[config.mk]
export PLATFORM = sky130hd
export DESIGN_NAME = opl_exp_mixer
export DESIGN_NICKNAME = d
export VERILOG_FILES = /design/src/rtl/opl_exp_mixer.sv
export SDC_FILE = /design/constraint.sdc
export NUM_CORES = 1
export LEC_CHECK = 0
export CORE_ASPECT_RATIO = 0.9
export CORE_MARGIN = 5
export CORE_UTILIZATION = 50
export CTS_CLUSTER_DIAMETER = 120
export CTS_CLUSTER_SIZE = 10
export DETAILED_ROUTE_END_ITERATION = 8
export GPL_TIMING_DRIVEN = 0
export HOLD_SLACK_MARGIN = 0.03
export PLACE_DENSITY = 0.7
export SETUP_SLACK_MARGIN = 0.2
export SLEW_MARGIN = 30
export SYNTH_ARGS = -nofsm -noshare
export SYNTH_HDL_FRONTEND = slang
export SYNTH_SLANG_ARGS = --single-unit
[constraint.sdc]
create_clock -name clk -period 3.1 [get_ports clk]
set_input_delay 0.775 -clock clk [delete_from_list [all_inputs] [get_ports clk]]
set_output_delay 0.775 -clock clk [all_outputs]
set_load 0.005 [all_outputs]
[src/rtl/opl_exp_mixer.sv]
// Log-domain to linear converter and channel accumulator for FM operators.
// Define OPL3_ONES_COMPLEMENT_EN for one's-complement negation of negative half-waves.
module opl_exp_mixer #(
  parameter int ACC_W = 19,
  parameter int OUT_W = 16
) (
  input  logic                    clk,
  input  logic                    reset,
  input  logic                    in_valid,
  input  logic                    in_first,
  input  logic                    in_last,
  input  logic [11:0]             in_logsin,
  input  logic                    in_sign,
  input  logic [9:0]              in_env,
  output logic                    out_valid,
  output logic signed [OUT_W-1:0] out_sample
);

  // Handshake: in_valid marks a sample that is always consumed (no ready);
  // out_valid is a one-cycle pulse and out_sample holds until the next pulse.

  typedef logic [255:0][9:0] exp_tbl_t;

  // EXP[i] = round((2^(i/256) - 1) * 1024), built at elaboration in Q2.62.
  function automatic exp_tbl_t build_exp_tbl();
    exp_tbl_t     tbl;
    logic [127:0] lo;
    logic [127:0] hi;
    logic [127:0] mid;
    logic [127:0] p;
    lo = 128'd1 << 62;
    hi = 128'd1 << 63;
    for (int b = 0; b < 64; b++) begin
      mid = (lo + hi) >> 1;
      p = mid;
      for (int s = 0; s < 8; s++) begin
        p = (p <= (128'd1 << 63)) ? ((p * p) >> 62) : p;
      end
      if (p <= (128'd1 << 63)) lo = mid;
      else                     hi = mid;
    end
    p = 128'd1 << 62;
    for (int i = 0; i < 256; i++) begin
      tbl[i] = 10'(((p - (128'd1 << 62)) * 128'd1024 + (128'd1 << 61)) >> 62);
      p = (p * lo) >> 62;
    end
    return tbl;
  endfunction

  localparam exp_tbl_t EXP = build_exp_tbl();

  localparam logic signed [ACC_W-1:0] SAT_MAX = ACC_W'((1 << (OUT_W - 1)) - 1);
  localparam logic signed [ACC_W-1:0] SAT_MIN = ACC_W'(-(1 << (OUT_W - 1)));

  // S1: total attenuation
  logic        s1_valid, s1_first, s1_last, s1_sign;
  logic [13:0] s1_att;

  always_ff @(posedge clk or posedge reset) begin
    if (reset) begin
      s1_valid <= 1'b0;
      s1_first <= 1'b0;
      s1_last  <= 1'b0;
      s1_sign  <= 1'b0;
      s1_att   <= '0;
    end else begin
      s1_valid <= in_valid;
      s1_first <= in_first;
      s1_last  <= in_last;
      s1_sign  <= in_sign;
      s1_att   <= {2'b00, in_logsin} + {1'b0, in_env, 3'b000};
    end
  end

  // S2: fractional part through the exponent ROM
  logic       s2_valid, s2_first, s2_last, s2_sign;
  logic [5:0] s2_ipart;
  logic [9:0] s2_e;

  always_ff @(posedge clk or posedge reset) begin
    if (reset) begin
      s2_valid <= 1'b0;
      s2_first <= 1'b0;
      s2_last  <= 1'b0;
      s2_sign  <= 1'b0;
      s2_ipart <= '0;
      s2_e     <= '0;
    end else begin
      s2_valid <= s1_valid;
      s2_first <= s1_first;
      s2_last  <= s1_last;
      s2_sign  <= s1_sign;
      s2_ipart <= s1_att[13:8];
      s2_e     <= EXP[~s1_att[7:0]];
    end
  end

  // S3: integer part as a right shift, then signed value
  logic [11:0]        mag_full;
  logic [11:0]        mag;
  logic signed [12:0] val_next;

  always_comb begin
    mag_full = {1'b1, s2_e, 1'b0};
    mag      = (s2_ipart >= 6'd12) ? 12'd0 : (mag_full >> s2_ipart);
`ifdef OPL3_ONES_COMPLEMENT_EN
    val_next = s2_sign ? ~{1'b0, mag} : {1'b0, mag};
`else
    val_next = s2_sign ? -{1'b0, mag} : {1'b0, mag};
`endif
  end

  logic               s3_valid, s3_first, s3_last;
  logic signed [12:0] s3_val;

  always_ff @(posedge clk or posedge reset) begin
    if (reset) begin
      s3_valid <= 1'b0;
      s3_first <= 1'b0;
      s3_last  <= 1'b0;
      s3_val   <= '0;
    end else begin
      s3_valid <= s2_valid;
      s3_first <= s2_first;
      s3_last  <= s2_last;
      s3_val   <= val_next;
    end
  end

  // S4: accumulate; first restarts the sum, last publishes the clamped total
  logic signed [ACC_W-1:0] acc;
  logic signed [ACC_W-1:0] val_ext;
  logic signed [ACC_W-1:0] acc_next;
  logic signed [ACC_W-1:0] clamped;

  always_comb begin
    val_ext  = {{(ACC_W - 13){s3_val[12]}}, s3_val};
    acc_next = s3_first ? val_ext : (acc + val_ext);
    if (acc_next > SAT_MAX)      clamped = SAT_MAX;
    else if (acc_next < SAT_MIN) clamped = SAT_MIN;
    else                         clamped = acc_next;
  end

  always_ff @(posedge clk or posedge reset) begin
    if (reset) begin
      acc        <= '0;
      out_valid  <= 1'b0;
      out_sample <= '0;
    end else begin
      out_valid <= s3_valid & s3_last;
      if (s3_valid) begin
        acc <= acc_next;
        if (s3_last) out_sample <= OUT_W'(clamped);
      end
    end
  end

endmodule
=== Word-level counts from Yosys, hierarchy flattened ===
Memory sizes are Yosys's and may differ from the RTL's. A register that Yosys moved wholly into a read port is not among the register bits.
Cells that the tools add are included.

* Flip-flop bits (word level): 80
* Bits in read-only memories: 2,560
* Input port bits: 28
* Output and inout port bits: 17
* Memories kept: 1

* Add/sub/neg operators: 3
* Magnitude comparators: 3
* Shift operators: 1
* Mux-type cells: 5
* Bitwise operators: 2
* Reduce and logical (&&, ||, !) cells: 1

{| class="wikitable"
|+ Memories
! name !! words !! width !! read ports !! clocked after memory_dff !! wr ports !! line !! text
|-
| (no name shown) || 256 || 10 || 1 || 1 || 0 || 94 || <nowiki>s2_e <= EXP[~s1_att[7:0]];</nowiki>
|}

{| class="wikitable"
|+ Operators by type and width
! operator !! count
|-
| $mux W16 || 2
|-
| $add A19 B13 Y19 || 1
|-
| $gt A19 B16 Y1 const B || 1
|-
| $lt A19 B16 Y1 const B || 1
|-
| $mux W19 || 1
|-
| $add A12 B13 Y14 || 1
|-
| $mux W13 || 1
|-
| $neg A12 Y13 || 1
|-
| $mux W12 || 1
|-
| $shr A12 B6 Y12 || 1
|-
| $not A8 Y8 || 1
|-
| $ge A6 B4 Y1 const B || 1
|-
| $reduce_and A2 Y1 || 1
|-
| $and A1 B1 Y1 || 1
|}

=== Longest topological paths before layout ===
Gate-level depths: netlist of run 1.

* Depth after elaboration: 5
* Gate-level depth with buffers: 12
* Depth with buffers taken out: 11

=== Least setup slack after synthesis of run 1 ===
No wires, ideal clock.

* Path kind: flip-flop to flip-flop
* Start point: register s3_val[0]
* End point: register out_sample[7]
* Library setup time: 0.067 ns
* Arrival time: 2.869 ns
* Setup slack: 0.164 ns
* Cell stages (with the launch flop): 12
* Path buffers: 1
* Period minus slack after synthesis: 2.936 ns
* Cells stage by stage: dfrtp_1 ha_1 fa_1 a21o_1 a221oi_4 o22ai_1 o31a_1 nor2_2 xnor3_2 nor4_4 buf_6 a221o_1

* Longest elaborated chain between the ends: 5

{| class="wikitable"
|+ RTL lines
! element !! line !! text
|-
| start: declaration || 114 || <nowiki>logic signed [12:0] s3_val;</nowiki>
|-
| start signal: assignment || 126 || <nowiki>s3_val <= val_next;</nowiki>
|-
| $add A19 B13 Y19 || 138 || <nowiki>acc_next = s3_first ? val_ext : (acc + val_ext);</nowiki>
|-
| $mux W19 * || 138 ||
|-
| $lt A19 B16 Y1 || 140 || <nowiki>else if (acc_next < SAT_MIN) clamped = SAT_MIN;</nowiki>
|-
| $mux W16 || 140 ||
|-
| $mux W16 * || 139 || <nowiki>if (acc_next > SAT_MAX) clamped = SAT_MAX;</nowiki>
|-
| end signal: assignment || 153 || <nowiki>if (s3_last) out_sample <= OUT_W'(clamped);</nowiki>
|-
| end: declaration || 16 || <nowiki>output logic signed [OUT_W-1:0] out_sample</nowiki>
|}

Every way passes the cells marked *; elsewhere a longest branch is shown, timed or not.
A chain may end at the register's enable or synchronous reset.

=== Worst setup path after layout of run 1 ===
* Start point: register s3_val[0]
* End point: register out_sample[11]

The elaborated chain is that of the path after synthesis.

==> flow_summary.json, run 1 <==
{
  "clock.fmax_mhz": 327.0,
  "grt_pass1_vias": 6813,
  "core_sq_um": 14060,
  "grt_max_degree": 31,
  "clock-sinks": 90,
  "async_reset_ff_share_pct": 100.0,
  "dr.pass1.iters": 5,
  "rr_worst_depth": 11,
  "finalPower_mw": 7.036,
  "start_util_pct": 51.20,
  "clock_latency_ps": 350,
  "critPathArrivalTime_ps": 3290,
  "multiInputGateArea_sq_um": 4652,
  "power_density_nw_per_um2": 819.2,
  "die_w_microns": 136.5,
  "portBuffers": 44,
  "grt_setup_unrepaired": "true",
  "critPathKind": "reg -> reg",
  "mostFrequentLayoutCells": "104 x nand2_1, 88 x o21ai_0, 85 x dfrtp_1",
  "dp_hpwl_microns": 17170,
  "grt_pass1_wl_microns": 37100,
  "netlist.area_leader.share_pct": 31.29,
  "syn_avg_cell_area_sq_um": 8.359,
  "p_leak_nw": 3.641,
  "clkTransAtPathRegs_ps": 60,
  "min_period_over_period_pct": 98.64,
  "worstPathRequired_ps": 3330,
  "status": "complete, no violations",
  "drt_drc_violations_left": 0,
  "placed_area_sq_um": 7950,
  "worstPathMaxFanout": 5,
  "cp.depth": 11,
  "mostFrequentLayoutCell": "nand2_1",
  "routedWlPerCell_microns": 20.58,
  "finClkSkew_ps": 6.422,
  "synth_fp_nets": 931,
  "setup_viol_count_final": 0,
  "final_cell_area_sq_um": 8588,
  "yosys-top-cells-area": "dfrtp_1 31%, ha_1 7.0%, o21ai_0 6.4%",
  "tightest_slew_ps": 793.9,
  "path_buf_inv": 1,
  "cts-root-buf": "clkbuf_16",
  "vias": 7215,
  "slowest_delay_ps": 410,
  "clock_path_buffers": 2,
  "rows": 41,
  "hold_path_depth": 0,
  "drt_iter0_markers": 1026,
  "syn_to_final_growth_pct": 19.33,
  "final.fill_count": 1272,
  "antenna_left": 0,
  "fin_nets": 1002,
  "regArea_sq_um": 2258,
  "ctsHoldBuffers": 0,
  "yosysTopAreaCell": "dfrtp_1",
  "hold_path.class": "reg -> reg",
  "via_per_inst": 6.385,
  "critPathSlowestCell": "dfrtp_1",
  "ir_worst_vdd_mv": 0.4476,
  "htree_levels": 3,
  "hold_viol": 0,
  "yosysWarnings": 0,
  "ioPinCount": 45,
  "slew_headroom_pct": 46.88,
  "diodes": 0,
  "worstSetupStartpointType": "register",
  "routabilityCongestion": 1.027,
  "synth_area_sq_um": 7197,
  "drv_slew": 0,
  "ys_seq_area_share_pct": 31.29,
  "cts_inserted_buffers": 9,
  "max_cap_violations": 0,
  "cts_tree": "built",
  "final.min_clock_period_ps": 3058,
  "drive_above_1_share_pct": 15.47,
  "cp_top_family": "compound AO/OA/AOI/OAI gates",
  "yosys_register_bits": 90,
  "die_area_sq_um": 16900,
  "antenna_found_initial": 0,
  "overflow": 0,
  "wl_microns": 23260,
  "die_y_microns": 123.8,
  "synth_cells": 861,
  "crit_path_end_kind": "register",
  "synth_edf_count": 0,
  "ys.flop_type": "dfrtp_1",
  "globalRouteTotalUtil_pct": 28.31,
  "ys_types": 72,
  "crit_chain": "ha_4 -> fa_2 -> a21o_1 -> a221oi_4 -> o22ai_2 -> o31a_1 -> nor2_2 -> xnor3_2 -> a31oi_4 -> buf_6 -> a221o_2"
}
## synthesized netlist by cell type, drive strengths merged, types with 4 or more instances
cell	instances
and3	8
or3	5
a311oi	5
o221ai	6
a221o	16
a31oi	18
o21ai	93
o311ai	4
nand2b	8
mux2	18
and2	4
mux2i	9
xor2	9
xnor2	21
a21boi	5
ha	40
nor3	12
nand2	106
nand3	13
nor3b	4
nand3b	5
o21a	4
or2	5
buf	23
nor2	73
a21oi	74
clkbuf	41
mux4	12
o22ai	10
inv	30
a211oi	21
a221oi	7
o211ai	8
nor2b	4
dfrtp	90
a21o	14
## routing by layer
| layer | track usage, % | part of all wire [%] | wire length, microns | up-vias |
|---|---|---|---|---|
| li1 | - | - | - | 3318 |
| met1 | 36.99 | 41 | 9530 | 3347 |
| met2 | 46.71 | 46 | 10740 | 482 |
| met3 | 5.614 | 9.6 | 2239 | 68 |
| met4 | 10.58 | 3.2 | 755 | 0 |
| met5 | 0 | 0 | 0 | - |
## kinds of logic (layout without fill, tap and decap cells)
kind of cell,count (synthesis),after routing,share of synthesized area [%]
compound gates,309,309,27.96
xor+xnor,31,31,3.981
fa+ha+maj,42,42,7.510
buf+inv,95,171,5.372
flops,90,90,31.29
mux,39,39,7.823
simple gates,255,255,16.06
## area by class of cell
cell class	count	share of cell area, %
Buffer	65	3.846
Clock buffer	11	2.943
Clock inverter	5	1.267
Inverter	30	1.442
Multi-Input combinational cell	676	54.17
Sequential cell	90	26.30
Tap cell	193	2.812
Timing Repair Buffer	60	7.226
## through the flow
step	setup TNS, ps	hold WS (ps)	cells	utilization (%)	worst slack, ps
global placement	-6746	331.5	1098	56.08	-813.2
finish	0	346.7	1130	61.10	42.27
floorplan	0	331.2	861	-	214.9
detailed placement	-5330	335.6	1101	56.56	-623.5
CTS	-24.22	350.3	1126	60.26	-11.61
global route	-505.2	353.8	1130	61.10	-59.13
## state kept, by name, indices dropped and copies added (netlist names), 6 cells and up
register    count
s3_val         13
out_sample     16
acc            19
s2_e           10
s1_att         14
s2_ipart        6
## report_power, final
part	internal, mW	leakage (nW)	switching (mW)
registers	1.56	1.09	0.279
clock network	0.837	0.174	0.457
logic	1.73	2.37	2.17
## final timing paths
| path | start | slack (ps) | to |
|---|---|---|---|
| min in group asynchronous | reset | 780 | acc[4] |
| worst min-delay path | s2_valid | 350 | s3_valid |
| worst min register to register | s2_valid | 350 | s3_valid |
| worst max-delay path | s3_val[0] | 40 | out_sample[11] |
| worst max register to register | s3_val[0] | 40 | out_sample[11] |
| max in group asynchronous | reset | 1600 | s1_att[1] |
## what timing repair did
action,in CTS,in global routing
resized for setup,37,49
setup endpoints to repair,30,31
setup buffers,8,4
gates cloned,1,0
pin swaps,4,9
## worst reg2reg max path: stages, from the launching register on
cell	delay [ps]
dfrtp_1	410
ha_4	190
fa_2	340
a21o_1	210
a221oi_4	330
o22ai_2	150
o31a_1	350
nor2_2	120
xnor3_2	230
a31oi_4	120
buf_6	170
a221o_2	330
No activity file was read; power rests on OpenSTA's default activity.
==> run 2, diff against run 1 <==
- CTS_BUF_LIST: not set -> sky130_fd_sc_hd__clkbuf_8
==> run 2 against run 1 <==
Sequential share of layout area barely moved. Largest cell class unchanged. Register-to-register slack gained 40 ps. Core utilization shrank 0.12 points.
==> flow_summary.json, run 2 (synthesis gave the netlist of run 1 again) <==
{
  "status": "complete, no violations",
  "utilization_pct": 60.98,
  "worstSetupStartpointType": "register",
  "clock.fmax_mhz": 331.1,
  "via_per_inst": 6.439,
  "antenna_left": 0,
  "vias": 7328,
  "critPathArrivalTime_ps": 3340,
  "hold_viol": 0,
  "clkTransAtPathRegs_ps": 90,
  "max_cap_violations": 0,
  "syn_to_final_growth_pct": 19.11,
  "clock-sinks": 90,
  "hold_path.class": "reg -> reg",
  "overflow": 0,
  "cts-root-buf": "clkbuf_8",
  "routabilityCongestion": 1.027,
  "rows": 41,
  "slew_headroom_pct": 55.75,
  "final.fill_count": 1273,
  "final.min_clock_period_ps": 3021,
  "met2_usage_pct": 46.31,
  "worstPathMaxFanout": 5,
  "clock_path_buffers": 2,
  "final_cell_area_sq_um": 8572,
  "met3_usage_pct": 6.099,
  "met1_usage_pct": 37.14,
  "power_density_nw_per_um2": 800.4,
  "tightest_slew_ps": 655.2,
  "drt_iter0_markers": 920,
  "die_area_sq_um": 16900,
  "die_y_microns": 123.8,
  "p_leak_nw": 3.642,
  "cts_inserted_buffers": 9,
  "p_clk_share_pct": 14.8,
  "power_frac_seq_pct": 26.8,
  "ir_worst_vdd_mv": 0.4108,
  "routedWlPerCell_microns": 20.62,
  "dp_hpwl_microns": 17170,
  "top_regs": "acc x19, out_sample x16, s1_att x14",
  "dr.pass1.iters": 7,
  "die_w_microns": 136.5,
  "drt_drc_violations_left": 0,
  "min_period_over_period_pct": 97.44,
  "cts_tree": "built",
  "grt-busiest-layer": "met2",
  "mostFrequentLayoutCells": "104 x nand2_1, 89 x o21ai_0, 87 x dfrtp_1",
  "drive_above_1_share_pct": 16.40,
  "core_sq_um": 14060,
  "setup_viol_count_final": 0,
  "worstPathRequired_ps": 3420,
  "mostFrequentLayoutCell": "nand2_1",
  "portBuffers": 44,
  "start_util_pct": 51.20,
  "htree_levels": 3,
  "crit_path_end_kind": "register",
  "largest_reg_flops": 19,
  "drv_slew": 0,
  "p_sw_share_pct": 42.48,
  "grt_setup_unrepaired": "true",
  "p_int_mw": 3.947,
  "antenna_found_initial": 0,
  "grt_pass1_wl_microns": 37250,
  "fin_nets": 1010,
  "ioPinCount": 45,
  "largest_register": "acc",
  "p_sw_mw": 2.914,
  "placed_area_sq_um": 7950,
  "dp_cells": 1101,
  "globalRouteTotalUtil_pct": 28.47,
  "comb_power_share_pct": 58.4,
  "grt_max_degree": 31,
  "wl_microns": 23460,
  "clock_latency_ps": 370,
  "grt_pass1_vias": 6844,
  "diodes": 0,
  "finClkSkew_ps": 9.345,
  "final_cells": 1138,
  "critPathKind": "reg -> reg"
}
## run 2: path summary, 6_finish.rpt
path / start / end / slack, ps / cells after the start
max: s3_val[0] / out_sample[1] / 80 / 12
min: s2_valid / s3_valid / 350 / 0
max reg2reg: s3_val[0] / out_sample[1] / 80 / 12
min reg2reg: s2_valid / s3_valid / 350 / 0
max in group asynchronous: reset / s1_att[1] / 1640 / 4
min in group asynchronous: reset / acc[4] / 750 / 2
## run 2: repair_timing
item | 4_1_cts | 5_1_grt
pin swaps | 4 | 5
setup endpoints to repair | 28 | 30
resized for setup | 36 | 54
buffers inserted | 10 | 10
hold buffers | 0 | 0
cloned | 1 | 0
## run 2: metal layers
| metal | up-vias | routed length [microns] | share of wire, % |
|---|---|---|---|
| met5 | - | 0 | 0 |
| met4 | 0 | 1096 | 4.7 |
| met3 | 109 | 2329 | 9.9 |
| met2 | 497 | 10600 | 45 |
| met1 | 3398 | 9439 | 40 |
| li1 | 3324 | - | - |
## run 2: final cells by class
cell class	count	area (sq um)	area share [%]
buffer	65	331.6	3.868
clock buffer	11	151.4	1.766
clock inverter	5	108.9	1.270
inverter	30	127.6	1.489
multi-input combinational	676	4678	54.58
sequential	90	2256	26.32
tap	193	241.5	2.817
timing repair buffer	68	676.9	7.897
## run 2: worst max-delay path, cell delays in order, from the launching register on
cell and delay [ps]:
dfrtp_1 410, ha_4 190, fa_2 340, a21o_1 210, a221oi_4 330, o22ai_2 120
o31a_1 290, nor2_2 100, xnor3_2 300, nor4_4 250, buf_4 190, buf_6 130
a221o_1 110
## run 2: stage by stage
| stage | hold WS, ps | setup TNS, ps | total power, mW | worst slack (ps) |
|---|---|---|---|---|
| after floorplan | 331.2 | 0 | 4.453 | 214.9 |
| after global placement | 331.5 | -6746 | 5.450 | -813.2 |
| after detailed placement | 335.6 | -5330 | 5.478 | -623.5 |
| after CTS | 355.2 | 0 | 6.667 | 0.6044 |
| after global routing | 362.5 | -472.6 | 7.344 | -45.73 |
| final | 349.5 | 0 | 6.861 | 79.40 |
## run 2: power by group through the flow
stage	combinational [mW]	clock (mW)	sequential, mW
floorplan	2.67	0	1.78
global placement	3.60	0	1.84
detailed placement	3.63	0	1.85
CTS	3.78	1.05	1.84
global route	4.36	1.09	1.89
finish	4.01	1.01	1.84
